`src/rtl/pipe_addsub.sv`:
```
// rtl/pipe_addsub.sv - pipelined add/subtract, carry ripples one chunk per stage with a global-stall handshake.
// Define PIPE_ADDSUB_SAT_EN to saturate the result on signed overflow instead of wrapping.
module pipe_addsub #(
   parameter int WIDTH  = 16,
   parameter int STAGES = 4
) (
   input  logic             clk,
   input  logic             rst_n,
   input  logic             in_valid,
   output logic             in_ready,
   input  logic [WIDTH-1:0] a,
   input  logic [WIDTH-1:0] b,
   input  logic             c_in,
   input  logic             sub,
   output logic             out_valid,
   input  logic             out_ready,
   output logic [WIDTH-1:0] sum,
   output logic             c_out,
   output logic             ovf
);

   localparam int CW = WIDTH / STAGES;

   logic             adv;
   logic [WIDTH-1:0] b_eff;
   logic             c_eff;

   assign adv      = ~out_valid | out_ready;
   assign in_ready = adv;
   // Subtract as a + ~b + ~c_in so every stage is a plain adder.
   assign b_eff    = sub ? ~b : b;
   assign c_eff    = c_in ^ sub;

   for (genvar k = 0; k < STAGES; k++) begin : stg
      logic             v_i;
      logic             c_i;
      logic [WIDTH-1:0] a_i;
      logic [WIDTH-1:0] b_i;
      logic [WIDTH-1:0] r_i;
      logic [WIDTH-1:0] r_n;
      logic [WIDTH-1:0] r_f;
      logic [CW:0]      t;
      logic             v_q;
      logic             c_q;
      logic [WIDTH-1:0] r_q;

      if (k == 0) begin : g_src
         assign v_i = in_valid;
         assign a_i = a;
         assign b_i = b_eff;
         assign c_i = c_eff;
         assign r_i = '0;
      end else begin : g_src
         assign v_i = stg[k-1].v_q;
         assign a_i = stg[k-1].g_ops.a_q;
         assign b_i = stg[k-1].g_ops.b_q;
         assign c_i = stg[k-1].c_q;
         assign r_i = stg[k-1].r_q;
      end

      assign t = {1'b0, a_i[k*CW +: CW]} + {1'b0, b_i[k*CW +: CW]} + {{CW{1'b0}}, c_i};

      always_comb begin
         r_n = r_i;
         r_n[k*CW +: CW] = t[CW-1:0];
      end

      if (k < STAGES - 1) begin : g_ops
         logic [WIDTH-1:0] a_q;
         logic [WIDTH-1:0] b_q;

         assign r_f = r_n;

         always_ff @(posedge clk or negedge rst_n) begin
            if (!rst_n) begin
               a_q <= '0;
               b_q <= '0;
            end else if (adv) begin
               a_q <= a_i;
               b_q <= b_i;
            end
         end
      end else begin : g_last
         logic c_msb;
         logic ovf_n;
         logic ovf_q;

         // Carry into the MSB recovered from the MSB sum bit and its operand bits.
         assign c_msb = t[CW-1] ^ a_i[WIDTH-1] ^ b_i[WIDTH-1];
         assign ovf_n = c_msb ^ t[CW];
`ifdef PIPE_ADDSUB_SAT_EN
         assign r_f = ovf_n ? {a_i[WIDTH-1], {(WIDTH-1){~a_i[WIDTH-1]}}} : r_n;
`else
         assign r_f = r_n;
`endif

         always_ff @(posedge clk or negedge rst_n) begin
            if (!rst_n) begin
               ovf_q <= 1'b0;
            end else if (adv) begin
               ovf_q <= ovf_n;
            end
         end
      end

      always_ff @(posedge clk or negedge rst_n) begin
         if (!rst_n) begin
            v_q <= 1'b0;
            c_q <= 1'b0;
            r_q <= '0;
         end else if (adv) begin
            v_q <= v_i;
            c_q <= t[CW];
            r_q <= r_f;
         end
      end
   end

   assign out_valid = stg[STAGES-1].v_q;
   assign sum       = stg[STAGES-1].r_q;
   assign c_out     = stg[STAGES-1].c_q;
   assign ovf       = stg[STAGES-1].g_last.ovf_q;

endmodule

```
`config.mk`:
```
export PLATFORM = sky130hd
export DESIGN_NAME = pipe_addsub
export DESIGN_NICKNAME = d
export VERILOG_FILES = /design/src/rtl/pipe_addsub.sv
export SDC_FILE = /design/constraint.sdc
export NUM_CORES = 1
export LEC_CHECK = 0
export ABC_AREA = 1
export BUFFER_PORTS_ARGS = -buffer_cell sky130_fd_sc_hd__buf_2
export CAP_MARGIN = 5
export CORE_AREA = 4 4 80 119
export CTS_CLUSTER_SIZE = 28
export DETAILED_ROUTE_END_ITERATION = 8
export DIE_AREA = 0 0 84 123
export MAX_ROUTING_LAYER = met4
export PLACE_DENSITY = 0.71
export SLEW_MARGIN = 15
export SYNTH_ARGS = -nofsm -noshare
export SYNTH_HDL_FRONTEND = slang
export SYNTH_SLANG_ARGS = --single-unit
export TNS_END_PERCENT = 30
```
`constraint.sdc`:
```
create_clock -name clk -period 1.5 [get_ports clk]
set_input_delay 0.3 -clock clk [delete_from_list [all_inputs] [get_ports clk]]
set_output_delay 0.3 -clock clk [all_outputs]
set_load 0.05 [all_outputs]
```
==> results.cfg <==
[clock_network]
cts-root-buf = clkbuf_16
cts_htree_levels = 3
clock_sinks = 97
clockBufferDepth = 2
insertion_delay_ns = 0.33
numCtsBuffers = 9
cts_tree = yes
clk_pin_slew_worst_paths_ns = 0.06

[synthesis]
ys_warn_count = 0
synthDistinctLibCells = 22
synth_simple_gate_area_share_pct = 18.5
synth-xor-area-share_pct = 4.47
synth-adder-area-share_pct = 7.20
ys_seq_area_share_pct = 56.3
yosys.area.top_type = dfrtp_1
yosysTopAreaCellShare_pct = 56.3
synthCells = 463
synth_top_family_by_area = simple AND/OR/NAND/NOR gates
ys_seq_elements = 97
syn_avg_cell_area_um2 = 9.30
synth_compound_area_share_pct = 7.64
synth.mux.area_fraction_pct = 0
synthTopCellsByArea = dfrtp_1 56%, nand2_1 16%, o21ai_0 4.2%, fa_1 3.7%, ha_1 3.5%
synthesis.nets = 521
syn-cell-area_um2 = 4310

[worst_setup_path]
arrival_ns = 1.84
timing.rr.end = ovf
reg2regPathDepth = 10
critPathMaxFanout = 3
r2r_start = stg[2].c_q
crit_type = flip-flop to flip-flop
rrSetupSlack_ns = -0.11
crit_end = ovf
endpoint_kind = flip-flop
required_ns = 1.73
cp-start-kind = flip-flop
crit_start = stg[2].c_q

[power]
power.density_nw_per_um2 = 2240
power_leakage_nw = 2.62
ir_worst_vdd_v = 0.00113
finalPower_w = 0.0116

[layout]
drive_above_1_share_pct = 20.5
final_cells = 638
syn_to_final_growth_pct = 19.8
nFillCells = 728
multiInputGateArea_um2 = 1690
ff_latch_area_um2 = 2430
final_nets = 584
stdcell_area_um2 = 5160
antenna_cells = 0

[route]
antenna_left = 0
vias_per_cell = 4.88
drtPass1Iterations = 4
drc_errors = 0
vias = 3111
wl_per_cell_um = 12.6
wirelength_um = 8040
drt_iter0_drc = 189

[global_routing]
grt_pass1_wl_um = 14000
antenna_found_initial = 0
grt_max_degree = 70
grt-ovfl-total = 0
gr-usage-all-layers_pct = 17.4
grt_pass1_vias = 3072

[timing]
worst_pin_slew_ns = 0.382
fin_crit_sh_pct = 108
timing.final.ws_setup_ns = -0.114
max_freq_ghz = 0.620
setup_viol = 7
drv_slew = 0
layout_min_cycle_time_ns = 1.61
finalHoldViolations = 0
max-slew-margin-rel_pct = 74.6
fin_worst_skew_ns = 0.00483
rsz0062_at_grt = yes
fin_setup_tns_ns = -0.452

[placed_design]
post-place-cells = 619
placed_area_um2 = 4760
dpl.hpwl_um = 5560
post-place-ws_ns = -0.353
portBuffers = 57
routabilityCongestion = 0.748

[floorplanning]
num_rows = 41
die-area_um2 = 10300
io_pins = 58
die_y_um = 123
coreArea_um2 = 8410
die_w_um = 84
start_util_pct = 51.2

[worst_hold_path]
hp-class = input port to flip-flop

[status]
failed_checks = setup timing
outcome = finished with violations

[job]
cap_violations = 0
## logic make-up after synthesis
group,after synthesis
compound gates,65
xor+xnor,22
fa+ha+maj,20
buf+inv,54
flops,97
simple gates,205
## repair_timing
item                                    in CTS  in global routing
pin swaps                                   11                  8
hold endpoints to repair                    26                  0
cloned                                       0                  0
endpoints found under the setup margin      11                 16
setup buffers                                2                  1
hold buffers                                 1                  0
gates resized for setup                     18                 11
## metrics by stage
| step | util, % | hold slack (ns) |
|---|---|---|
| after floorplan | - | 0.00441 |
| after global placement | 56.6 | 0.246 |
| after detailed placement | 56.6 | 0.253 |
| after CTS | 60.8 | 0.156 |
| after global routing | 61.3 | 0.162 |
| final | 61.3 | 0.163 |
## placed cells by master, fill, tap and decap left out, types with 2 or more instances in the layout
cell type	n
clkbuf_16	9
a21oi_1	8
buf_12	4
xnor2_1	16
nand3_2	2
nor2_1	9
nand2_1	180
nand3_1	7
nand2_2	2
buf_2	55
o21ai_1	26
clkinv_2	3
buf_4	11
inv_6	2
ha_1	12
inv_1	29
dfrtp_1	97
xor2_1	4
xor2_2	2
fa_2	8
buf_6	2
inv_2	2
o21ai_0	29
## where the power goes
part	leakage, nW	switching, W	internal, W
combinational	1.30	0.00314	0.00175
sequential	1.17	0.000633	0.00379
clock	0.146	0.000954	0.00129
total	2.62	0.00473	0.00683
## Yosys cell counts, drive strengths merged
| cell type | count |
|---|---|
| nand3b | 1 |
| dfrtp | 97 |
| a21oi | 8 |
| nor2 | 11 |
| ha | 12 |
| buf | 19 |
| nand2 | 182 |
| o21ai | 55 |
| clkbuf | 3 |
| nand3 | 10 |
| a31oi | 1 |
| fa | 8 |
| xor2 | 6 |
| nand4 | 1 |
| inv | 32 |
| o31ai | 1 |
| xnor2 | 16 |
## cell type report
type | instances | share of cell area (%)
clock buffers | 9 | 4.36
clock inverters | 7 | 1.36
inverters | 32 | 2.42
multi-input cells | 312 | 32.8
flip-flops and latches | 97 | 47.0
well taps | 107 | 2.59
repair buffers | 74 | 9.41
## worst max-delay path: stages (launching register included)
cell	delay, ns
dfrtp_1	0.41
fa_2	0.41
inv_2	0.06
fa_2	0.20
inv_2	0.05
nand3_4	0.07
nand2_2	0.06
nand2_2	0.09
nand3_2	0.05
nand2_1	0.06
nand2_1	0.05
## per-layer routing
layer,track usage [%],part of all wire [%]
met5,-,0
met4,6.24,1.6
met3,3.27,3.2
met2,28.3,50
met1,22.1,45
## worst min path at each step
stage	start	to	slack, ns	cells past startpoint
final	a[15]	stg[0].g_ops.a_q[15]	0.16	3
after global routing	a[11]	stg[0].g_ops.a_q[11]	0.16	3
after CTS	a[15]	stg[0].g_ops.a_q[15]	0.16	3
after detailed placement	rst_n	sum[7]	0.25	1
after global placement	rst_n	stg[0].r_q[1]	0.25	1
after floorplan	rst_n	c_out	0.004	0
## state kept, by name (all words and copies together) (netlist names)
name and count:
stg.r_q 24, stg.g_ops.b_q 24, stg.c_q 3, ovf 1
stg.g_ops.a_q 24, c_out 1, stg.v_q 3, out_valid 1
sum 16
(Power assumes the default switching activity.)
